## src/rtl/pipe_skid_buffer_if.sv

```systemverilog
// Handshake bundle for pipe_skid_buffer: upstream valid/ready/data and downstream valid/ready/data.
// The buffer uses the slave view; the producer/consumer side uses the master view.
interface pipe_skid_buffer_if #(
    parameter int WIDTH = 32
);
    logic             in_valid;
    logic             in_ready;
    logic [WIDTH-1:0] in_data;
    logic             out_valid;
    logic             out_ready;
    logic [WIDTH-1:0] out_data;

    modport slave (
        input  in_valid,
        input  in_data,
        input  out_ready,
        output in_ready,
        output out_valid,
        output out_data
    );

    modport master (
        output in_valid,
        output in_data,
        output out_ready,
        input  in_ready,
        input  out_valid,
        input  out_data
    );
endinterface

```

## src/rtl/pipe_skid_buffer.sv

```systemverilog
// Two-entry skid buffer: main register drives out_data, skid register catches the beat
// accepted while downstream stalls. All handshake outputs come straight from flops.
//
//   state | meaning
//   EMPTY | nothing buffered, ready for input
//   BUSY  | main holds one beat, still ready for input
//   FULL  | main and skid both hold beats, input stalled
module pipe_skid_buffer #(
    parameter int WIDTH = 32
) (
    input  logic                 clk,
    input  logic                 reset,
    pipe_skid_buffer_if.slave    bus,
    input  logic                 flush,
    output logic [1:0]           count
);
    typedef enum logic [1:0] {
        EMPTY = 2'd0,
        BUSY  = 2'd1,
        FULL  = 2'd2
    } state_t;

    state_t           state;
    state_t           state_n;
    logic [WIDTH-1:0] main_q;
    logic [WIDTH-1:0] skid_q;
    logic             in_ready_q;
    logic             out_valid_q;
    logic [1:0]       count_q;
    logic             in_fire;
    logic             out_fire;
    logic             load_main;
    logic             main_from_skid;
    logic             load_skid;

    assign in_fire  = bus.in_valid && in_ready_q;
    assign out_fire = out_valid_q && bus.out_ready;

    always_comb begin
        state_n        = state;
        load_main      = 1'b0;
        main_from_skid = 1'b0;
        load_skid      = 1'b0;
        if (flush) begin
            state_n = EMPTY;
        end else begin
            case (state)
                EMPTY: begin
                    if (in_fire) begin
                        load_main = 1'b1;
                        state_n   = BUSY;
                    end
                end
                BUSY: begin
                    if (in_fire && out_fire) begin
                        load_main = 1'b1;
                    end else if (in_fire) begin
                        load_skid = 1'b1;
                        state_n   = FULL;
                    end else if (out_fire) begin
                        state_n = EMPTY;
                    end
                end
                FULL: begin
                    if (out_fire) begin
                        load_main      = 1'b1;
                        main_from_skid = 1'b1;
                        state_n        = BUSY;
                    end
                end
                default: state_n = EMPTY;
            endcase
        end
    end

    always_ff @(posedge clk or posedge reset) begin
        if (reset) begin
            state <= EMPTY;
        end else begin
            state <= state_n;
        end
    end

    // Handshake flags are decoded from the next state so they are pure flop outputs.
    always_ff @(posedge clk or posedge reset) begin
        if (reset) begin
            in_ready_q  <= 1'b1;
            out_valid_q <= 1'b0;
            count_q     <= 2'd0;
        end else begin
            in_ready_q  <= (state_n != FULL);
            out_valid_q <= (state_n != EMPTY);
            case (state_n)
                BUSY:    count_q <= 2'd1;
                FULL:    count_q <= 2'd2;
                default: count_q <= 2'd0;
            endcase
        end
    end

    always_ff @(posedge clk or posedge reset) begin
        if (reset) begin
            main_q <= '0;
            skid_q <= '0;
        end else begin
            if (load_main) begin
                main_q <= main_from_skid ? skid_q : bus.in_data;
            end
            if (load_skid) begin
                skid_q <= bus.in_data;
            end
        end
    end

    assign bus.in_ready  = in_ready_q;
    assign bus.out_valid = out_valid_q;
    assign bus.out_data  = main_q;
    assign count         = count_q;
endmodule

```

## src/flat_wrapper.sv

```systemverilog
// flat-port wrapper written by rule: the top's interface ports become plain ports
module pipe_skid_buffer_flat 
#(
    parameter int WIDTH = 32
)
  (clk, reset, flush, count, bus_in_valid, bus_in_data, bus_out_ready, bus_in_ready, bus_out_valid, bus_out_data);
  pipe_skid_buffer_if #(.WIDTH(WIDTH)) bus_i ();
  input  logic clk;
  input  logic reset;
  input  logic flush;
  output logic [1:0] count;
  input wire logic [$bits(bus_i.in_valid)-1:0] bus_in_valid;
  input wire logic [$bits(bus_i.in_data)-1:0] bus_in_data;
  input wire logic [$bits(bus_i.out_ready)-1:0] bus_out_ready;
  output wire logic [$bits(bus_i.in_ready)-1:0] bus_in_ready;
  output wire logic [$bits(bus_i.out_valid)-1:0] bus_out_valid;
  output wire logic [$bits(bus_i.out_data)-1:0] bus_out_data;
  assign bus_i.in_valid = bus_in_valid;
  assign bus_i.in_data = bus_in_data;
  assign bus_i.out_ready = bus_out_ready;
  assign bus_in_ready = bus_i.in_ready;
  assign bus_out_valid = bus_i.out_valid;
  assign bus_out_data = bus_i.out_data;
  pipe_skid_buffer #(.WIDTH(WIDTH)) u_core (.clk(clk), .reset(reset), .bus(bus_i), .flush(flush), .count(count));
endmodule
```

## config.mk

```make
export PLATFORM = sky130hd
export DESIGN_NAME = pipe_skid_buffer_flat
export DESIGN_NICKNAME = d
export VERILOG_FILES = /design/src/rtl/pipe_skid_buffer_if.sv /design/src/rtl/pipe_skid_buffer.sv /design/src/flat_wrapper.sv
export SDC_FILE = /design/constraint.sdc
export NUM_CORES = 1
export LEC_CHECK = 0
export ABC_AREA = 1
export CAP_MARGIN = 5
export CORE_ASPECT_RATIO = 1.75
export CORE_MARGIN = 2
export CORE_UTILIZATION = 46
export CTS_CLUSTER_SIZE = 40
export DETAILED_ROUTE_END_ITERATION = 10
export PLACE_DENSITY = 0.77
export SLEW_MARGIN = 25
export SYNTH_ARGS = -nofsm -noshare
export SYNTH_HDL_FRONTEND = slang
export SYNTH_SLANG_ARGS = --single-unit
```

## constraint.sdc

```tcl
create_clock -name clk -period 2.01 [get_ports clk]
set_input_delay 0.402 -clock clk [delete_from_list [all_inputs] [get_ports clk]]
set_output_delay 0.402 -clock clk [all_outputs]
set_load 0.02 [all_outputs]
```

==> impl_metrics.env, run 1 <==
export IMPL_ir_worst_vdd_mv=0.905
export IMPL_period_share_pct=93.3
export IMPL_finalClockSkew_ns=0.00800
export IMPL_grt_pass1_wl_um=13900
export IMPL_final_util_pct=64.8
export IMPL_numPortBuffers=72
export IMPL_relSlewSlack_pct=64.5
export IMPL_wl_per_cell_um=14.3
export IMPL_ys_ff_latch=70
export IMPL_die_width_um=68.1
export IMPL_initial_core_util_pct=47.9
export IMPL_dp_cells=562
export IMPL_ys_types=21
export IMPL_cts_root_buf="clkbuf_16"
export IMPL_ys_warn_count=0
export IMPL_synth_area_um2=3310
export IMPL_fin_cells=578
export IMPL_pwr_share_comb_pct=31.9
export IMPL_required_ns=1.61
export IMPL_powerDensity_nw_per_um2=1350
export IMPL_slowest_delay_ns=0.60
export IMPL_gp_congestion=0.846
export IMPL_clkTransAtPathRegs_ns=0.06
export IMPL_cts_inserted_buffers=9
export IMPL_r2r_start="u_core.bus.in_ready"
export IMPL_final_common_cell="nand2_1"
export IMPL_p_sw_w=0.00203
export IMPL_clk_path_buf_depth=2
export IMPL_dp_hpwl_um=5440
export IMPL_max_freq_ghz=0.533
export IMPL_pwr_share_seq_pct=39.8
export IMPL_grt_ovfl_total=0
export IMPL_yosys_top_cells_area="dfrtp_1, nand2_1, nand4_1"
export IMPL_nNetsFinal=526
export IMPL_internal_power_w=0.00401
export IMPL_syn_area_per_cell_um2=7.95
export IMPL_critical_path_class="reg -> out"
export IMPL_p_clk_share_pct=28.3
export IMPL_ctsResizeCount=0
export IMPL_crit_path_cell_trace="clkdlybuf4s50_1"
export IMPL_clk_latency_ns=0.33
export IMPL_clock_sinks=70
export IMPL_final_hold_viol_count=0
export IMPL_holdBufCountCts=0
export IMPL_antenna_found_initial=0
export IMPL_cp_max_fo=3
export IMPL_core_area_um2=6910
export IMPL_synth_nets=453
export IMPL_grt_max_degree=35
export IMPL_sw_frac_of_total_pct=33.7
export IMPL_area_delta_synth_final_pct=35.4
export IMPL_cts_setup_buffers=0
export IMPL_worstPathArrival_ns=1.47
export IMPL_rows=40
export IMPL_cts_tree="built"
export IMPL_grt_pass1_vias=2870
export IMPL_ctsHtreeMaxLevel=3
export IMPL_slowest_stage="clkdlybuf4s50_1"
export IMPL_holdWs_ns=0.480
export IMPL_finalSetupViolations=0
export IMPL_worst_pin_slew_ns=0.531
export IMPL_viasPerCell=5.11
export IMPL_insertedDiodeCount=0
export IMPL_drt_total_wl_um=8270
export IMPL_end_kind="output port"
export IMPL_die_area_um2=7910
export IMPL_r2r_end="u_core.skid_q[9]"
export IMPL_fin_crit_ns=1.88
export IMPL_hp_class="in -> async"
export IMPL_vias=2956
export IMPL_drive_gt1_share_pct=9.51
export IMPL_drt_initial_drc_count=299
export IMPL_netlist_area_leader_share_pct=52.2
export IMPL_rsz0062_at_grt="no"
export IMPL_ff2ff_setup_slack_ns=0.53
export IMPL_route_detailed_drc=0
export IMPL_reg2reg_depth=5
export IMPL_io_pins=73
export IMPL_critical_path_buf_inv_count=1
export IMPL_drt_pre_antenna_iters=5
export IMPL_status="complete, no violations"
export IMPL_worstSetupStartpoint="u_core.bus.in_ready"
export IMPL_final_setup_tns_ns=0
export IMPL_yosysSeqAreaShare_pct=53.0
export IMPL_synthCells=416
export IMPL_synth_top_area_cell="dfrtp_1"
export IMPL_final_cell_mix="nand2_1, clkdlybuf4s50_1, dfrtp_1"
export IMPL_antenna_left=0
export IMPL_final_max_slew_violation_count=0
export IMPL_die_h_um=116
export IMPL_leakagePower_nw=2.34
export IMPL_track_usage_pct=23.8
export IMPL_start_kind="flop"
export IMPL_cap_violations=0
export IMPL_crit_family="buffers and inverters"
[state kept, by name, summed over array words and instances (netlist names)]
name                  count
u_core.bus.out_data      32
u_core.skid_q            32
u_core.bus.out_valid      1
u_core.state              2
u_core.bus.in_ready       1
u_core.count              2
[synth_stat cells]
cell type / n
a21oi_1: 2
a21oi_4: 1
buf_2: 16
buf_4: 1
buf_6: 4
clkbuf_1: 5
dfrtp_1: 69
dfstp_2: 1
inv_1: 37
inv_2: 3
inv_4: 1
nand2_1: 197
nand2_2: 3
nand3_1: 1
nand3_2: 2
nand4_1: 32
nand4_4: 1
nor2_1: 3
nor2_4: 3
o21ai_0: 26
o21ai_1: 8
[power by group through the flow]
stage | Combinational, W | Sequential (W) | Clock [W]
floorplan | 0.000759 | 0.00266 | 0
global placement | 0.00188 | 0.00239 | 0
detailed placement | 0.00193 | 0.00241 | 0
CTS | 0.00195 | 0.00240 | 0.00172
global route | 0.00213 | 0.00246 | 0.00179
finish | 0.00193 | 0.00240 | 0.00171
[cells by family (layout without fill, tap and decap cells)]
kind of cell | after synthesis | after routing | synth area share, %
simple gates | 242 | 242 | 31.7
buf+inv | 67 | 145 | 9.31
flops | 70 | 70 | 53.0
compound gates | 37 | 37 | 5.94
[layer usage]
layer  part of all wire [%]  global-route usage, %  routed length, um
met3                    5.6                   5.20                459
met1                     39                   29.6               3190
met5                      0                      0                  0
met4                    1.7                   9.73                141
met2                     54                   39.4               4480
[through the flow]
stage	cell area [um^2]	worst slack (ns)	total power, W
3_3_place_gp	4160	0.212	0.00427
3_5_place_dp	4160	0.162	0.00434
2_1_floorplan	3310	0.626	0.00342
4_1_cts	4480	0.114	0.00607
5_1_grt	4480	0.103	0.00638
6_report	4480	0.134	0.00604
[worst reg2reg max path, cell delays in order (launching register included)]
cell	delay, ns
dfstp_2	0.55
nand2_1	0.12
nor2_4	0.15
nand4_4	0.09
buf_4	0.25
o21ai_0	0.23
[cell type report]
| cell class | instances | area (um^2) |
|---|---|---|
| inverter | 41 | 160 |
| tap | 84 | 105 |
| fill | 576 | 2430 |
| clock buffer | 10 | 229 |
| sequential | 70 | 1750 |
| multi-input combinational | 279 | 1250 |
| timing repair buffer | 88 | 891 |
| clock inverter | 6 | 93.8 |
[worst max path at each step]
stage,end,cells after the start
2_1_floorplan,u_core.skid_q[10],6
4_1_cts,bus_in_ready,1
5_1_grt,bus_in_ready,1
3_3_place_gp,u_core.skid_q[19],7
6_report,bus_in_ready,1
3_5_place_dp,u_core.bus.out_data[16],9
Power figures use the tool's default switching activity.
==> inputs of run 2 (changes only) <==
--- a/config.mk
+++ b/config.mk
@@ -12,7 +12,7 @@
 export CORE_UTILIZATION = 46
 export CTS_CLUSTER_SIZE = 40
 export DETAILED_ROUTE_END_ITERATION = 10
-export PLACE_DENSITY = 0.77
+export PLACE_DENSITY_LB_ADDON = 0.2
 export SLEW_MARGIN = 25
 export SYNTH_ARGS = -nofsm -noshare
 export SYNTH_HDL_FRONTEND = slang
==> run 2 against run 1 <==
Effect of this change:
- core utilization decreased by 0.76 points
- count of clock-buffer cells in the layout increased by 1
- clock skew decreased by 0.0015 ns
- sequential cell count unchanged
- first-iteration DRC count decreased by 29%
- power decreased by 4.0%
- combinational power about the same
- largest power group unchanged
==> impl_metrics.env, run 2 (synthesis gave the netlist of run 1 again) <==
export IMPL_cts_inserted_buffers=9
export IMPL_crit_path_cell_trace="clkdlybuf4s50_1"
export IMPL_initial_core_util_pct=47.9
export IMPL_rsz0062_at_grt="no"
export IMPL_final_util_pct=64.1
export IMPL_slowest_delay_ns=0.60
export IMPL_grt_ovfl_total=0
export IMPL_hp_class="in -> async"
export IMPL_die_area_um2=7910
export IMPL_gp_congestion=0.777
export IMPL_clk_latency_ns=0.33
export IMPL_crit_family="buffers and inverters"
export IMPL_antenna_left=0
export IMPL_period_share_pct=93.2
export IMPL_powerDensity_nw_per_um2=1310
export IMPL_holdBufCountCts=0
export IMPL_max_freq_ghz=0.534
export IMPL_viasPerCell=5.01
export IMPL_area_delta_synth_final_pct=33.8
export IMPL_final_hold_viol_count=0
export IMPL_pwr_share_comb_pct=33.1
export IMPL_cp_max_fo=3
export IMPL_clkTransAtPathRegs_ns=0.05
export IMPL_worstPathArrival_ns=1.47
export IMPL_leakagePower_nw=2.32
export IMPL_numPortBuffers=72
export IMPL_track_usage_pct=22.2
export IMPL_p_sw_w=0.00194
export IMPL_end_kind="output port"
export IMPL_insertedDiodeCount=0
export IMPL_fin_crit_ns=1.87
export IMPL_clk_path_buf_depth=2
export IMPL_drt_initial_drc_count=211
export IMPL_pwr_share_seq_pct=41.0
export IMPL_nNetsFinal=526
export IMPL_critical_path_class="reg -> out"
export IMPL_grt_max_degree=35
export IMPL_core_area_um2=6910
export IMPL_worst_pin_slew_ns=0.420
export IMPL_finalClockSkew_ns=0.00648
export IMPL_ctsHtreeMaxLevel=3
export IMPL_finalSetupViolations=0
export IMPL_cts_tree="built"
export IMPL_clock_sinks=70
export IMPL_relSlewSlack_pct=72.0
export IMPL_ir_worst_vdd_mv=0.812
export IMPL_die_width_um=68.1
export IMPL_final_common_cell="nand2_1"
export IMPL_internal_power_w=0.00386
export IMPL_cts_root_buf="clkbuf_16"
export IMPL_required_ns=1.61
export IMPL_grt_pass1_vias=2920
export IMPL_critical_path_buf_inv_count=1
export IMPL_antenna_found_initial=0
export IMPL_ctsResizeCount=0
export IMPL_route_detailed_drc=0
export IMPL_drive_gt1_share_pct=9.31
export IMPL_final_setup_tns_ns=0
export IMPL_vias=2898
export IMPL_io_pins=73
export IMPL_grt_pass1_wl_um=13200
export IMPL_drt_pre_antenna_iters=4
export IMPL_cap_violations=0
export IMPL_die_h_um=116
export IMPL_total_power_w=0.00580
export IMPL_status="complete, no violations"
export IMPL_sw_frac_of_total_pct=33.4
export IMPL_slowest_stage="clkdlybuf4s50_1"
export IMPL_drt_total_wl_um=7830
export IMPL_wl_per_cell_um=13.6
export IMPL_final_cell_mix="nand2_1, clkdlybuf4s50_1, dfrtp_1"
export IMPL_start_kind="flop"
export IMPL_p_clk_share_pct=26.0
export IMPL_cts_setup_buffers=0
export IMPL_dp_hpwl_um=5330
export IMPL_rows=40
export IMPL_final_max_slew_violation_count=0
==> run 2: cell count changes in the layout (fill, tap and decap cells not counted), sizes merged <==
cell / change
inv: -2
clkinvlp: -1
clkbuf: +1
clkinv: +3
bufinv: -1
==> run 2: metrics by stage <==
stage	cell area [um^2]	hold slack [ns]	setup slack, ns	std cells
floorplan	3310	0.453	0.626	416
global placement	4140	0.461	0.202	562
global route	4430	0.464	0.106	578
detailed placement	4140	0.464	0.160	562
CTS	4430	0.432	0.119	578
finish	4430	0.432	0.137	578
==> run 2: worst paths after layout <==
path,cells past startpoint,end,start,slack (ns)
worst max-delay path,1,bus_in_ready,u_core.bus.in_ready,0.14
worst min-delay path,2,u_core.bus.out_data[14],reset,0.43
worst max register to register,7,u_core.bus.out_data[15],u_core.state[0],0.51
worst min register to register,2,u_core.bus.out_data[19],u_core.bus.out_data[19],0.47
max in group asynchronous,3,u_core.bus.in_ready,reset,0.99
min in group clk,2,u_core.bus.out_data[19],u_core.bus.out_data[19],0.47
==> run 2: cell type report <==
cell class | count | area [um^2]
Fill cell | 605 | 2480
Sequential cell | 70 | 1750
Multi-Input combinational cell | 279 | 1250
Timing Repair Buffer | 88 | 878
Clock buffer | 11 | 233
Inverter | 41 | 160
Tap cell | 84 | 105
Clock inverter | 5 | 50.0
==> run 2: per-layer routing <==
layer  part of all wire (%)  global-route usage (%)  vias to the layer above
li1                       -                       -                     1448
met1                     41                    26.1                     1377
met2                     54                    38.3                       63
met3                    4.1                    4.62                       10
met4                    1.2                    9.07                        0
met5                      0                       0                        -
==> run 2: power by group through the flow <==
| stage | combinational (W) | clock [W] | sequential [W] |
|---|---|---|---|
| after floorplan | 0.000759 | 0 | 0.00266 |
| after global placement | 0.00188 | 0 | 0.00237 |
| after detailed placement | 0.00193 | 0 | 0.00239 |
| after CTS | 0.00194 | 0.00153 | 0.00238 |
| after global routing | 0.00212 | 0.00160 | 0.00245 |
| final | 0.00192 | 0.00151 | 0.00237 |
